**config.mk**
```make
export PLATFORM = sky130hd
export DESIGN_NAME = dm_access_arbiter
export DESIGN_NICKNAME = d
export VERILOG_FILES = /design/src/rtl/dm_arb_pkg.sv /design/src/rtl/dm_arb_pick.sv /design/src/rtl/dm_access_arbiter.sv
export SDC_FILE = /design/constraint.sdc
export NUM_CORES = 1
export LEC_CHECK = 0
export ABC_AREA = 1
export CAP_MARGIN = 20
export CORE_AREA = 2 2 73 75
export CTS_CLUSTER_DIAMETER = 100
export DETAILED_ROUTE_END_ITERATION = 8
export DIE_AREA = 0 0 75 77
export PLACE_DENSITY = 0.75
export SYNTH_ARGS = -nofsm -noshare
export SYNTH_HDL_FRONTEND = slang
export SYNTH_HIERARCHICAL = 1
export SYNTH_SLANG_ARGS = --single-unit
```
**constraint.sdc**
```tcl
create_clock -name clk -period 1.7 [get_ports clk]
set_clock_uncertainty 0.15 [all_clocks]
set_input_delay 0.34 -clock clk [delete_from_list [all_inputs] [get_ports clk]]
set_output_delay 0.34 -clock clk [all_outputs]
set_load 0.03 [all_outputs]
```
**src/rtl/dm_arb_pkg.sv**
```systemverilog
// Shared types and constants for the data-memory access arbiter.
// Owner encoding doubles as the requester index.
package dm_arb_pkg;

  localparam int ADDR_W = 7;
  localparam int DATA_W = 8;

  localparam logic OWNER_SPI  = 1'b0;
  localparam logic OWNER_HOST = 1'b1;

  typedef enum logic [1:0] {
    S_IDLE,
    S_ISSUE,
    S_CAPTURE,
    S_ACK
  } state_e;

  function automatic int run_w(input int max_run);
    return (max_run < 1) ? 1 : $clog2(max_run + 1);
  endfunction

endpackage

```
**src/rtl/dm_arb_pick.sv**
```systemverilog
// Two-way requester picker for the data-memory arbiter.
// Purely combinational; sampled by the top only in IDLE.
module dm_arb_pick
  import dm_arb_pkg::*;
#(
  parameter int SPI_PRIORITY = 0,
  parameter int MAX_SPI_RUN  = 4,
  parameter int RW           = run_w(MAX_SPI_RUN)
) (
  input  logic          spi_req_i,
  input  logic          host_req_i,
  input  logic          last_owner_i,
  input  logic [RW-1:0] run_cnt_i,
  output logic          winner_o
);

  logic tie_win;

  always_comb begin
    if (SPI_PRIORITY != 0) begin
      tie_win = (run_cnt_i == RW'(MAX_SPI_RUN)) ? OWNER_HOST
                                                : OWNER_SPI;
    end else begin
      tie_win = (last_owner_i == OWNER_SPI) ? OWNER_HOST
                                            : OWNER_SPI;
    end
  end

  always_comb begin
    winner_o = OWNER_SPI;
    unique case (1'b1)
      (spi_req_i & ~host_req_i): winner_o = OWNER_SPI;
      (host_req_i & ~spi_req_i): winner_o = OWNER_HOST;
      default:                   winner_o = tie_win;
    endcase
  end

endmodule

```
**src/rtl/dm_access_arbiter.sv**
```systemverilog
// Shares the single-port data memory between the SPI slave
// and the host/loader port with a req/ack handshake.
module dm_access_arbiter
  import dm_arb_pkg::*;
#(
  parameter int ADDR_WIDTH   = ADDR_W,
  parameter int DATA_WIDTH   = DATA_W,
  parameter int SPI_PRIORITY = 0,
  parameter int MAX_SPI_RUN  = 4
) (
  input  logic                  clk,
  input  logic                  resetN,
  input  logic                  spiReq,
  input  logic                  spiWrite,
  input  logic [ADDR_WIDTH-1:0] spiAddr,
  input  logic [DATA_WIDTH-1:0] spiWData,
  output logic                  spiAck,
  output logic [DATA_WIDTH-1:0] spiRData,
  input  logic                  hostReq,
  input  logic                  hostWrite,
  input  logic [ADDR_WIDTH-1:0] hostAddr,
  input  logic [DATA_WIDTH-1:0] hostWData,
  output logic                  hostAck,
  output logic [DATA_WIDTH-1:0] hostRData,
  output logic [ADDR_WIDTH-1:0] dmAddr,
  output logic [DATA_WIDTH-1:0] dmWData,
  output logic                  dmWriteEnable,
  input  logic [DATA_WIDTH-1:0] dmRData,
  output logic                  busy,
  output logic                  owner
);

  localparam int RW = run_w(MAX_SPI_RUN);

  state_e                state_q, state_d;
  logic                  owner_q, owner_d;
  logic                  wr_q, wr_d;
  logic                  busy_q, busy_d;
  logic                  last_q, last_d;
  logic [RW-1:0]         run_q, run_d;
  logic                  spi_ack_q, spi_ack_d;
  logic                  host_ack_q, host_ack_d;
  logic [DATA_WIDTH-1:0] spi_rd_q, spi_rd_d;
  logic [DATA_WIDTH-1:0] host_rd_q, host_rd_d;
  logic [ADDR_WIDTH-1:0] dm_addr_q, dm_addr_d;
  logic [DATA_WIDTH-1:0] dm_wdata_q, dm_wdata_d;
  logic                  dm_we_q, dm_we_d;
  logic                  winner;

  dm_arb_pick #(
    .SPI_PRIORITY (SPI_PRIORITY),
    .MAX_SPI_RUN  (MAX_SPI_RUN),
    .RW           (RW)
  ) u_pick (
    .spi_req_i    (spiReq),
    .host_req_i   (hostReq),
    .last_owner_i (last_q),
    .run_cnt_i    (run_q),
    .winner_o     (winner)
  );

  always_comb begin
    state_d    = state_q;
    owner_d    = owner_q;
    wr_d       = wr_q;
    busy_d     = busy_q;
    last_d     = last_q;
    run_d      = run_q;
    spi_ack_d  = 1'b0;
    host_ack_d = 1'b0;
    spi_rd_d   = spi_rd_q;
    host_rd_d  = host_rd_q;
    dm_addr_d  = dm_addr_q;
    dm_wdata_d = dm_wdata_q;
    dm_we_d    = 1'b0;
    unique case (state_q)
      S_IDLE: begin
        // Memory outputs load on the grant edge so they appear in ISSUE
        if (spiReq || hostReq) begin
          state_d = S_ISSUE;
          owner_d = winner;
          busy_d  = 1'b1;
          if (winner == OWNER_HOST) begin
            wr_d       = hostWrite;
            dm_addr_d  = hostAddr;
            dm_wdata_d = hostWData;
          end else begin
            wr_d       = spiWrite;
            dm_addr_d  = spiAddr;
            dm_wdata_d = spiWData;
          end
          dm_we_d = wr_d;
        end
      end
      S_ISSUE: begin
        if (wr_q) begin
          state_d    = S_ACK;
          spi_ack_d  = (owner_q == OWNER_SPI);
          host_ack_d = (owner_q == OWNER_HOST);
        end else begin
          state_d = S_CAPTURE;
        end
      end
      S_CAPTURE: begin
        state_d    = S_ACK;
        spi_ack_d  = (owner_q == OWNER_SPI);
        host_ack_d = (owner_q == OWNER_HOST);
        if (owner_q == OWNER_HOST) host_rd_d = dmRData;
        else                       spi_rd_d  = dmRData;
      end
      S_ACK: begin
        state_d = S_IDLE;
        busy_d  = 1'b0;
        last_d  = owner_q;
        if (owner_q == OWNER_SPI && hostReq) begin
          if (run_q != RW'(MAX_SPI_RUN)) run_d = run_q + 1'b1;
        end else begin
          run_d = '0;
        end
      end
      default: state_d = S_IDLE;
    endcase
  end

  always_ff @(posedge clk or negedge resetN) begin
    if (!resetN) begin
      state_q    <= S_IDLE;
      owner_q    <= OWNER_SPI;
      wr_q       <= 1'b0;
      busy_q     <= 1'b0;
      last_q     <= OWNER_HOST;
      run_q      <= '0;
      spi_ack_q  <= 1'b0;
      host_ack_q <= 1'b0;
      spi_rd_q   <= '0;
      host_rd_q  <= '0;
      dm_addr_q  <= '0;
      dm_wdata_q <= '0;
      dm_we_q    <= 1'b0;
    end else begin
      state_q    <= state_d;
      owner_q    <= owner_d;
      wr_q       <= wr_d;
      busy_q     <= busy_d;
      last_q     <= last_d;
      run_q      <= run_d;
      spi_ack_q  <= spi_ack_d;
      host_ack_q <= host_ack_d;
      spi_rd_q   <= spi_rd_d;
      host_rd_q  <= host_rd_d;
      dm_addr_q  <= dm_addr_d;
      dm_wdata_q <= dm_wdata_d;
      dm_we_q    <= dm_we_d;
    end
  end

  assign spiAck        = spi_ack_q;
  assign hostAck       = host_ack_q;
  assign spiRData      = spi_rd_q;
  assign hostRData     = host_rd_q;
  assign dmAddr        = dm_addr_q;
  assign dmWData       = dm_wdata_q;
  assign dmWriteEnable = dm_we_q;
  assign busy          = busy_q;
  assign owner         = owner_q;

endmodule

```
==> run_results.csv <==
group,metric,value,unit
power_and_ir_drop,irDropWorstVdd,551.5,uV
timing,period_share,93.80,%
global_routing,busiest_layer,"met2",
worst_setup_path,crit_family,"buffers and inverters",
layout,final_common_cell,"nand2_1",
global_routing,met2_usage,26.32,%
worst_setup_path,crit_start,"owner",
floorplanning,initial_core_util,37.38,%
power_and_ir_drop,powerDensity,1762,nW/um^2
routing,drc,0,
worst_hold_path,hold_path.class,"in2async",
power_and_ir_drop,p_seq_share,32.2,%
synthesis,syn_avg_cell_area,8.196,sq um
worst_setup_path,cp-start-kind,"flop",
worst_setup_path,required,1.21,ns
place,placed_cell_area,2770,sq um
timing,tightest_slew,0.3377,ns
layout,syn_to_final_growth,55.62,%
layout,fillers,470,
layout,multi_input_area,744.5,sq um
timing,period_needed,1.595,ns
global_routing,grt_pass1_vias,1655,
power_and_ir_drop,p_leak,1.546,nW
routing,wire_per_inst,10.87,microns
routing,drtIter0Drc,55,
floorplanning,rows,26,
global_routing,gr-usage-met1,18.86,%
clock_network,clk_latency,0.28,ns
global_routing,overflow,0,
routing,ant_nets,0,
layout,most-common-layout-cells,"105 x nand2_1, 40 x clkdlybuf4s50_1, 39 x dfrtp_1",
worst_setup_path,critPathKind,"reg2out",
floorplanning,core_area,4977,sq um
place,io_buffers,79,
timing,maxSlewHeadroom,77.58,%
clock_network,clkTransAtPathRegs,0.07,ns
worst_setup_path,reg2regPathDepth,6,
floorplanning,die_x,75,microns
clock_network,cts_buffer_depth,2,
routing,drt_wl_total,4217,microns
timing,slew_violations,0,
clock_network,cts_sinks,40,
worst_setup_path,regToRegSetupSlack,0.16,ns
layout,regArea,1002,sq um
place,post-dp-hpwl,3255,microns
layout,drive_above_1_share,10.06,%
worst_setup_path,cp-end-kind,"primary output",
layout,insertedDiodeCount,0,
power_and_ir_drop,p_comb_share,52.1,%
worst_setup_path,worst_path_max_delay_cell,"dlygate4sd2_1",
place,gp_congestion,0.7533,
synthesis,syn-instance-count,227,
run_status,status,"complete, no violations",
worst_setup_path,r2r-start,"state_q[0]",
synthesis,syn_area,1861,sq um
global_routing,grt_max_degree,20,
power_and_ir_drop,sw_frac_of_total,44.93,%
worst_setup_path,r2r-end,"dmAddr[3]",
worst_setup_path,crit_chain,"dlygate4sd2_1",
timing,hold_viol,0,
worst_setup_path,critical_path_buf_inv_count,1,
job,drv_cap,0,
clock_network,root_buffer,"clkbuf_8",
routing,viasPerCell,4.381,
routing,drt_first_pass_iters,4,
floorplanning,dieHeight,77,microns
place,dp.cells,378,
clock_network,cts_inserted_buffers,5,
floorplanning,num_io_pins,80,
layout,nets,367,
timing,fmax,0.6271,GHz
worst_setup_path,path_max_fanout,4,
timing,rsz0062_at_grt,"no",
global_routing,grt_pass1_wl,7148,microns
clock_network,cts_setup_buffers,0,
worst_setup_path,cp_slowest_stage_delay,0.42,ns
global_routing,antenna_found_initial,0,
clock_network,cts_tree,"done",
power_and_ir_drop,p_sw,2.292,mW
worst_setup_path,critPathArrivalTime,1.10,ns
floorplanning,die-area,5775,sq um
routing,vias,1700,
synthesis,synth_nets,277,
clock_network,h-tree-depth,2,
layout,fin_area,2895,sq um
power_and_ir_drop,p_int,2.809,mW
layout,layoutNonFillerInstCount,388,
global_routing,track_usage,15.67,%
global_routing,met3_usage,5.125,%
synthesis,ys_warn_count,6,
timing,setup_violations,0,
power_and_ir_drop,p_clk_share,15.6,%
## power groups by stage
stage               registers [mW]  logic, mW  clock network, mW
finish                        1.64       2.66              0.798
global route                  1.71       2.96              0.851
CTS                           1.65       2.70              0.810
detailed placement            1.69       2.93                  0
global placement              1.66       2.88                  0
floorplan                     2.45      0.952                  0
## routing by layer
layer  vias up  part of all wire [%]  routed length [microns]
li1        878                     -                        -
met1       754                    41                     1735
met2        66                    49                     2087
met3         2                   8.5                      360
met4         0                  0.81                       34
met5         -                     0                        0
## worst max-delay path by stage
stage / slack [ns] / endpoint / cells past startpoint
final: 0.11 / owner / 1
after global routing: 0.003 / dmAddr[6] / 6
after CTS: 0.03 / dmAddr[6] / 10
after detailed placement: -0.39 / wr_q / 11
after global placement: -0.32 / wr_q / 11
after floorplan: 0.15 / dmWData[5] / 12
## state kept, by name, summed over array words and instances (netlist names)
signal         count
dmWData            8
hostRData          8
spiRData           8
dmAddr             7
state_q            2
busy               1
dmWriteEnable      1
hostAck            1
last_q             1
owner              1
spiAck             1
wr_q               1
## worst register-to-register path, delay by kind of cell (launching register included)
| kind | cells | cell delay (ns) |
|---|---|---|
| AOI/OAI and AO/OA | 1 | 0.20 |
| adders and majority gates | 1 | 0.20 |
| and+or+nand+nor | 1 | 0.07 |
| buffers and inverters | 3 | 0.37 |
| DFF | 1 | 0.44 |
## cell type report
| cell class | count | share of cell area (%) |
|---|---|---|
| inverters | 20 | 2.766 |
| clock buffers | 6 | 2.852 |
| flip-flops and latches | 40 | 34.62 |
| repair buffers | 90 | 29.56 |
| clock inverters | 2 | 1.340 |
| multi-input cells | 159 | 25.71 |
| well taps | 70 | 3.025 |
| repair inverters | 1 | 0.1296 |
## per-stage QoR
step	hold WS [ns]	utilization (%)	setup WS (ns)	total power, mW	TNS [ns]
2_1_floorplan	-0.1056	-	0.1508	3.405	0
3_3_place_gp	0.1040	55.66	-0.3189	4.547	-5.432
3_5_place_dp	0.1144	55.66	-0.3898	4.620	-6.298
4_1_cts	0.3357	58.12	0.03282	5.161	0
5_1_grt	0.3550	58.17	0.002929	5.522	0
6_report	0.3332	58.17	0.1054	5.101	0
## timing repair
action / in CTS / in global routing
gates cloned: 1 / 0
hold buffers: 1 / 0
resized for setup: 46 / 1
endpoints found under the hold margin: 10 / 0
endpoints found under the setup margin: 53 / 13
pin swaps: 2 / 0
Power figures use the tool's default switching activity.
